$ cat src/rtl/reservation_station.sv
// reservation_station: buffers dispatched ops until both operands are known, issues the oldest ready one.
// Optional macro RS_WAKEUP_BYPASS_EN: a CDB wakeup makes the entry issuable in the same cycle.
module reservation_station #(
    parameter int RS_DEPTH   = 8,
    parameter int CDB_DEPTH  = 2,
    parameter int DATA_WIDTH = 32,
    parameter int ADDR_WIDTH = 32,
    parameter int TAG_WIDTH  = 6
) (
    input  logic                                 clk,
    input  logic                                 n_rst,
    input  logic                                 i_flush,
    input  logic [CDB_DEPTH-1:0]                 i_cdb_en,
    input  logic [CDB_DEPTH-1:0][TAG_WIDTH-1:0]  i_cdb_tag,
    input  logic [CDB_DEPTH-1:0][DATA_WIDTH-1:0] i_cdb_data,
    input  logic                                 i_rs_en,
    input  logic [6:0]                           i_rs_opcode,
    input  logic [ADDR_WIDTH-1:0]                i_rs_iaddr,
    input  logic [DATA_WIDTH-1:0]                i_rs_insn,
    input  logic [1:0][TAG_WIDTH-1:0]            i_rs_src_tag,
    input  logic [1:0][DATA_WIDTH-1:0]           i_rs_src_data,
    input  logic [1:0]                           i_rs_src_rdy,
    input  logic [TAG_WIDTH-1:0]                 i_rs_dst_tag,
    output logic                                 o_rs_stall,
    input  logic                                 i_fu_stall,
    output logic                                 o_fu_valid,
    output logic [6:0]                           o_fu_opcode,
    output logic [ADDR_WIDTH-1:0]                o_fu_iaddr,
    output logic [DATA_WIDTH-1:0]                o_fu_insn,
    output logic [DATA_WIDTH-1:0]                o_fu_src_a,
    output logic [DATA_WIDTH-1:0]                o_fu_src_b,
    output logic [TAG_WIDTH-1:0]                 o_fu_tag
);
    localparam int IDX_W = $clog2(RS_DEPTH);

    logic [RS_DEPTH-1:0]              valid_q;
    logic [RS_DEPTH-1:0]              age_q [RS_DEPTH];
    logic [6:0]                       opcode_q [RS_DEPTH];
    logic [ADDR_WIDTH-1:0]            iaddr_q [RS_DEPTH];
    logic [DATA_WIDTH-1:0]            insn_q [RS_DEPTH];
    logic [TAG_WIDTH-1:0]             dst_q [RS_DEPTH];
    logic [1:0][TAG_WIDTH-1:0]        src_tag_q [RS_DEPTH];
    logic [1:0][DATA_WIDTH-1:0]       src_data_q [RS_DEPTH];
    logic [1:0]                       src_rdy_q [RS_DEPTH];

    logic [1:0]                       ent_hit [RS_DEPTH];
    logic [1:0][DATA_WIDTH-1:0]       ent_fwd [RS_DEPTH];
    logic [1:0]                       disp_hit;
    logic [1:0][DATA_WIDTH-1:0]       disp_fwd;
    logic [RS_DEPTH-1:0]              elig;
    logic                             sel_vld;
    logic [IDX_W-1:0]                 sel_idx;
    logic [IDX_W-1:0]                 alloc_idx;
    logic [DATA_WIDTH-1:0]            sel_a;
    logic [DATA_WIDTH-1:0]            sel_b;
    logic                             do_alloc;
    logic                             do_issue;

    // Lowest-numbered matching CDB port wins; result is {hit, data}.
    function automatic logic [DATA_WIDTH:0] cdb_match(input logic [TAG_WIDTH-1:0] tag);
        logic [DATA_WIDTH:0] r;
        r = '0;
        for (int p = CDB_DEPTH - 1; p >= 0; p--)
            if (i_cdb_en[p] && i_cdb_tag[p] == tag) r = {1'b1, i_cdb_data[p]};
        return r;
    endfunction

    always_comb begin
        for (int i = 0; i < RS_DEPTH; i++)
            for (int s = 0; s < 2; s++)
                {ent_hit[i][s], ent_fwd[i][s]} = cdb_match(src_tag_q[i][s]);
        for (int s = 0; s < 2; s++)
            {disp_hit[s], disp_fwd[s]} = cdb_match(i_rs_src_tag[s]);
    end

    always_comb begin
        for (int i = 0; i < RS_DEPTH; i++) begin
`ifdef RS_WAKEUP_BYPASS_EN
            elig[i] = valid_q[i] && (src_rdy_q[i][0] || ent_hit[i][0])
                                 && (src_rdy_q[i][1] || ent_hit[i][1]);
`else
            elig[i] = valid_q[i] && (&src_rdy_q[i]);
`endif
        end
    end

    // The oldest eligible entry is the one no other eligible entry is older than.
    always_comb begin
        sel_vld = 1'b0;
        sel_idx = '0;
        for (int i = 0; i < RS_DEPTH; i++) begin
            if (elig[i] && ((elig & ~age_q[i] & ~(RS_DEPTH'(1) << i)) == '0)) begin
                sel_vld = 1'b1;
                sel_idx = IDX_W'(i);
            end
        end
        alloc_idx = '0;
        for (int i = RS_DEPTH - 1; i >= 0; i--)
            if (!valid_q[i]) alloc_idx = IDX_W'(i);
    end

    always_comb begin
        sel_a = src_data_q[sel_idx][0];
        sel_b = src_data_q[sel_idx][1];
`ifdef RS_WAKEUP_BYPASS_EN
        if (!src_rdy_q[sel_idx][0]) sel_a = ent_fwd[sel_idx][0];
        if (!src_rdy_q[sel_idx][1]) sel_b = ent_fwd[sel_idx][1];
`endif
    end

    assign o_rs_stall = &valid_q;
    assign do_alloc   = i_rs_en && !o_rs_stall && !i_flush;
    assign do_issue   = sel_vld && !i_fu_stall && !i_flush;

    always_ff @(posedge clk or negedge n_rst) begin
        if (!n_rst) begin
            valid_q     <= '0;
            for (int i = 0; i < RS_DEPTH; i++) age_q[i] <= '0;
            o_fu_valid  <= 1'b0;
            o_fu_opcode <= '0;
            o_fu_iaddr  <= '0;
            o_fu_insn   <= '0;
            o_fu_src_a  <= '0;
            o_fu_src_b  <= '0;
            o_fu_tag    <= '0;
        end else if (i_flush) begin
            valid_q    <= '0;
            o_fu_valid <= 1'b0;
        end else begin
            if (do_issue) valid_q[sel_idx] <= 1'b0;
            if (do_alloc) begin
                valid_q[alloc_idx] <= 1'b1;
                age_q[alloc_idx]   <= '0;
                for (int j = 0; j < RS_DEPTH; j++)
                    if (valid_q[j]) age_q[j][alloc_idx] <= 1'b1;
            end
            if (!i_fu_stall) begin
                o_fu_valid <= sel_vld;
                if (sel_vld) begin
                    o_fu_opcode <= opcode_q[sel_idx];
                    o_fu_iaddr  <= iaddr_q[sel_idx];
                    o_fu_insn   <= insn_q[sel_idx];
                    o_fu_src_a  <= sel_a;
                    o_fu_src_b  <= sel_b;
                    o_fu_tag    <= dst_q[sel_idx];
                end
            end
        end
    end

    // Entry payload needs no reset: valid_q gates every use of it.
    always_ff @(posedge clk) begin
        for (int i = 0; i < RS_DEPTH; i++)
            for (int s = 0; s < 2; s++)
                if (valid_q[i] && !src_rdy_q[i][s] && ent_hit[i][s]) begin
                    src_data_q[i][s] <= ent_fwd[i][s];
                    src_rdy_q[i][s]  <= 1'b1;
                end
        if (do_alloc) begin
            opcode_q[alloc_idx]  <= i_rs_opcode;
            iaddr_q[alloc_idx]   <= i_rs_iaddr;
            insn_q[alloc_idx]    <= i_rs_insn;
            dst_q[alloc_idx]     <= i_rs_dst_tag;
            src_tag_q[alloc_idx] <= i_rs_src_tag;
            for (int s = 0; s < 2; s++) begin
                if (!i_rs_src_rdy[s] && disp_hit[s]) begin
                    src_data_q[alloc_idx][s] <= disp_fwd[s];
                    src_rdy_q[alloc_idx][s]  <= 1'b1;
                end else begin
                    src_data_q[alloc_idx][s] <= i_rs_src_data[s];
                    src_rdy_q[alloc_idx][s]  <= i_rs_src_rdy[s];
                end
            end
        end
    end

endmodule

$ cat config.mk
export PLATFORM = sky130hd
export DESIGN_NAME = reservation_station
export DESIGN_NICKNAME = d
export VERILOG_FILES = /design/src/rtl/reservation_station.sv
export SDC_FILE = /design/constraint.sdc
export NUM_CORES = 2
export LEC_CHECK = 0
export CAP_MARGIN = 20
export CORE_MARGIN = 2
export CORE_UTILIZATION = 60
export DETAILED_ROUTE_END_ITERATION = 6
export GPL_ROUTABILITY_DRIVEN = 1
export PLACE_DENSITY_LB_ADDON = 0.12
export SETUP_SLACK_MARGIN = 0.1
export SYNTH_ARGS = -nofsm -noshare
export SYNTH_HDL_FRONTEND = slang
export SYNTH_SLANG_ARGS = --single-unit
$ cat constraint.sdc
create_clock -name clk -period 8.55 [get_ports clk]
set_input_delay 1.2825 -clock clk [delete_from_list [all_inputs] [get_ports clk]]
set_output_delay 1.2825 -clock clk [all_outputs]
set_load 0.05 [all_outputs]
* After elaboration in Yosys (flattened, before gate mapping)
Memory sizes are Yosys's and may differ from the RTL's. A register that Yosys moved wholly into a read port is not among the register bits. Cells that the tools add are included. W data, S select, Z words.
Operators by class: magnitude comparators 6, eq/ne operators 37, mux-type cells 129, bitwise logic cells 36, reductions and logical operators 138
Operators with widths (number):
- $mux W33 | 36
- $eq A6 B6 Y1 | 36
- $mux W8 | 13
- $logic_and A1 B1 Y1 | 93
- $or A8 B8 Y8 | 9
- $and A64 B64 Y64 | 1
- $and A8 B8 Y8 | 8
- $logic_not A8 Y1 | 8
- $mux W32 | 2
- $not A64 Y64 | 1
- $not A8 Y8 | 8
- $mux W1 | 61
- $mux W3 | 14
- $logic_not A1 Y1 | 26
- $demux W8 S3 | 1
- $reduce_and A2 Y1 | 9
- $lt A3 B4 Y1 const B | 2
- $reduce_and A8 Y1 | 1
- $and A7 B7 Y7 | 1
- $not A7 Y7 | 1
- $demux W1 S3 | 2
- $ge A3 B1 Y1 const B | 2
- $ge A4 B4 Y1 const B | 1
- $lt A4 B1 Y1 const B | 1
- other kinds (5) | 9
Storage, ports and cells: flip-flop bits (word level) 73, bits in writable memories 1240, input port bits 238, output and inout port bits 143, word-level logic and storage cells 363, memories 7
Memories:
- src_data_q | words 8, width 64, rd ports 1, clocked after memory_dff 1, write ports 9, line 43 | logic [1:0][DATA_WIDTH-1:0] src_data_q [RS_DEPTH];
- iaddr_q | words 8, width 32, rd ports 1, clocked after memory_dff 1, write ports 1, line 39 | logic [ADDR_WIDTH-1:0] iaddr_q [RS_DEPTH];
- insn_q | words 8, width 32, rd ports 1, clocked after memory_dff 1, write ports 1, line 40 | logic [DATA_WIDTH-1:0] insn_q [RS_DEPTH];
- src_tag_q | words 8, width 12, rd ports 8, clocked after memory_dff 0, write ports 1, line 42 | logic [1:0][TAG_WIDTH-1:0] src_tag_q [RS_DEPTH];
- opcode_q | words 8, width 7, rd ports 1, clocked after memory_dff 1, write ports 1, line 38 | logic [6:0] opcode_q [RS_DEPTH];
- dst_q | words 8, width 6, rd ports 1, clocked after memory_dff 1, write ports 1, line 41 | logic [TAG_WIDTH-1:0] dst_q [RS_DEPTH];
- 1 more memories

* Depth between registers and ports, before layout
An unclocked memory read counts as a cell.
depth after elaboration 24, gate-level depth with buffers 14, gate-level depth less buffers 10

* Least setup slack after synthesis
Ideal clock, no wire load.
path kind in2reg, from in i_rs_en, to mem src_data_q[6][22] in the netlist's numbering (data pin), library setup time 0.381 ns, data arrival time 5.313 ns, data required time 8.169 ns, path slack 2.856 ns, cell stages on the path 9, path buffers 3, cells stage by stage nor2b_1 > nor2b_1 > buf_2 > and2_1 > nand2_1 > clkinv_1 > clkbuf_1 > clkbuf_1 > a21oi_1
RTL lines:
- start: declaration | line 16 | input logic i_rs_en,
- end: declaration | line 43

* Worst setup path after layout
from reg valid_q[7], to reg o_fu_src_a[22] (read register of src_data_q)
Between the ends: longest elaborated chain between the ends 13, elaborated cells between the ends (all ways) 39, those cells by class mux (15); bitwise (7); reduce/logical (17)
Ends and longest elaborated chain:
- start: declaration | line 36 | logic [RS_DEPTH-1:0] valid_q;
- start signal: assignment | line 117 | valid_q <= '0;
- start signal: assignment | line 127 | valid_q <= '0;
- start signal: indexed assignment | line 130 | if (do_issue) valid_q[sel_idx] <= 1'b0;
- $logic_and A1 B1 Y1 (*) | line 82 | elig[i] = valid_q[i] && (&src_rdy_q[i]);
- $and A8 B8 Y8 | line 92 | if (elig[i] && ((elig & ~age_q[i] & ~(RS_DEPTH'(1) << i)) == '0)) begin
- $logic_not A8 Y1 | line 92
- $logic_and A1 B1 Y1 | line 92
- $mux W1 (8 in series) | line 92
- $reduce_and A3 Y1 (no source line)
- end: declaration | line 30 | output logic [DATA_WIDTH-1:0] o_fu_src_a,
Mark *: on every way between the ends. The rest lies on a longest branch, timed or not. A chain may end at the register's enable or synchronous reset.

==> results.yml <==
status:
  status: "complete, no violations"
floorplanning:
  io_pins: 381
  die_w_um: 346
  start_util_pct: 60.4
  die_h_um: 346
  dieArea_mm2: 0.120
  core-area_mm2: 0.116
  rows: 125
clock_network:
  clock_latency_ns: 0.77
  cts_root_buf: "clkbuf_16"
  cts_tree: "yes"
  cts_resized: 0
  htree_levels: 4
  numCtsBuffers: 153
  clk_path_buf_depth: 3
  ctsHoldBuffers: 0
  clock-sinks: 1446
  cts_setup_buffers: 0
  cts.clk_slew.worst_paths_ns: 0.06
critical_path:
  cp_max_fo: 125
  crit_path_top_delay_cell: "buf_4"
  path_cells: "nand3_1 -> o22ai_1 -> or4_4 -> nand2_8 -> a21boi_4 -> buf_12 -> buf_4 -> mux2i_1 -> o22a_1 -> a31oi_1"
  worstPathRequired_ns: 9.14
  critical-path-top-delay-family: "buffers and inverters"
  critPathKind: "flip-flop to flip-flop"
  worst_ep_arrival_time_ns: 5.95
  setup.worst_path.start_class: "flip-flop"
  cp-end-kind: "flip-flop"
  critPathBufInv: 2
  worst-r2r-setup-slack_ns: 3.19
  max_stage_delay_ns: 0.77
min_path:
  hold_class: "flip-flop to flip-flop"
drt:
  wl_per_cell_um: 30.6
  detail-route-antenna-nets: 0
  routed_wl_mm: 223
  firstDrtPassIters: 6
  viasPerCell: 6.91
  route.detailed.drc: 0
  drtIter0Drc: 6640
  num_vias: 50300
grt:
  grt_overflow: 0
  grt_pass1_wl_mm: 324
  grt_usage_pct: 36.5
  grt_pass1_vias: 49500
  antenna_found_initial: 28
  grt_max_degree: 210
pwr:
  clockPowerShare_pct: 35.6
  power.internal_uw: 12900
  vdd_drop_max_mv: 0.199
  total_power_uw: 18500
  powerDensity_mw_per_mm2: 231
  pwr-share-seq_pct: 45.9
  p_switching_uw: 5530
  swShare_pct: 29.9
  power_leakage_uw: 0.0273
  power_frac_comb_pct: 18.5
logic_synthesis:
  yosysSeqAreaShare_pct: 60.1
  synth.distinct_cells: 65
  yosysMostFrequentCell: "edfxtp_1"
  syn-mean-instance-area_um2: 12.7
  synth_largest_area_cell: "edfxtp_1"
  yosysTopAreaCellShare_pct: 52.3
  synth_area_leaders: "edfxtp_1 52%, mux2i_1 12%, dfrtp_1 7.3%"
  synth_async_sr_flop_share_pct: 14.2
  syn-instance-count: 5523
  ys.flop_type: "edfxtp_1"
  synth_nets: 5761
  synth_commonest_cells: "1224 x edfxtp_1, 838 x mux2i_1, 547 x nand2_1"
  ys_warn_count: 0
  syn_area_mm2: 0.0702
  synth-seq-cells: 1446
  synth_edf_count: 1224
sta:
  finalHoldViolations: 0
  finalCritPeriodShare_pct: 62.7
  rsz0062_at_grt: "no"
  drv_slew: 0
  relSlewSlack_pct: 8.34
  max_freq_mhz: 187
  setup_viol: 0
  worst_slew_pin_slew_ns: 1.36
  tns_ns: 0
  min_period_ns: 5.36
  fin_worst_skew_ns: 0.0294
run:
  maxCapViolations: 0
cells_and_area:
  nNetsFinal: 5856
  syn_to_final_growth_pct: 14.0
  drive_above_1_share_pct: 10.5
placement:
  port_buffers: 380
  dpl.hpwl_mm: 121
  routabilityCongestion: 0.883
-- stage by stage --
stage               utilization [%]  setup slack (ns)  area, um^2  hold WS, ns  std cells
global placement               64.5              3.16       75000        0.451       6983
floorplan                         -              2.86       70200        0.438       5523
CTS                            68.8              3.26       80000        0.469       7272
global route                   68.9              3.04       80100        0.495       7281
detailed placement             64.6              3.07       75100        0.455       6986
finish                         68.9              3.19       80100        0.467       7283
-- cell families (layout without fill, tap and decap cells) --
group / Yosys count / count (layout) / synth area share, %
and+or+nand+nor: 1020 / 1020 / 6.66
buffers and inverters: 589 / 815 / 3.73
other: 0 / 10 / 0
muxes: 1012 / 1012 / 14.7
DFF: 1446 / 1446 / 60.1
xor gates and xnor gates: 216 / 216 / 2.69
AOI/OAI and AO/OA: 1240 / 1240 / 12.1
-- state kept, by name, summed over array words and instances (netlist names), 7 cells and up, named ones only --
signal	flops
o_fu_src_a	32
o_fu_src_b	32
valid_q	8
src_rdy_q	16
opcode_q	56
o_fu_opcode	7
insn_q	256
o_fu_iaddr	32
src_tag_q	96
iaddr_q	256
age_q	48
o_fu_insn	32
dst_q	48
src_data_q	512
-- cells in the final DEF (no fill, tap or decap), types with 55 or more instances in the layout --
master              n
edfxtp_1         1224
mux2i_1           838
nand2_1           539
clkdlybuf4s50_1   379
a21oi_1           213
dfrtp_1           206
o31ai_1           193
o21ai_0           180
nor2_1            174
mux2_2            168
clkbuf_16         156
o211ai_1          144
a31oi_1           142
o22a_1            141
a221oi_1          126
buf_4             123
xor2_1            112
xnor2_1           104
or3_1              97
clkbuf_1           55
-- metal layers --
layer / track usage, % / wire (um)
met4: 19.6 / 12700
met1: 46.2 / 80800
met5: 0 / 232
met3: 8.90 / 25200
met2: 58.3 / 104000
-- power by group through the flow --
stage / registers, uW / logic [uW] / clock network [uW]
after CTS: 8480 / 3410 / 6590
after global placement: 8610 / 3350 / 0
final: 8490 / 3410 / 6570
after detailed placement: 8610 / 3400 / 0
after global routing: 8510 / 3570 / 6880
after floorplan: 9640 / 919 / 0
-- worst reg2reg max path: cells and delay by family (launching register included) --
kind	cells	cell delay (ns)
simple gates	3	1.31
compound gates	4	1.08
buf+inv	2	1.64
mux	1	0.37
flops	1	0.76
-- area by class of cell --
type                    count  area [um^2]
flip-flops and latches   1446        42200
repair buffers            517         5030
fillers                  8120        36100
diodes                     10         25.0
well taps                1524         1910
clock buffers             226         4320
clock inverters            60          624
inverters                  12          103
multi-input cells        3488        25800
-- final timing paths --
path                            cells past startpoint       start              to
worst max-delay path                               10  valid_q[7]  o_fu_src_a[22]
worst min-delay path                                2   age_q[36]       age_q[36]
worst max register to register                     10  valid_q[7]  o_fu_src_a[22]
worst min register to register                      2   age_q[36]       age_q[36]
max in group asynchronous                           2       n_rst    o_fu_insn[1]
min in group asynchronous                           1       n_rst     o_fu_tag[3]
Note: power is estimated with default switching activity, not from simulation.
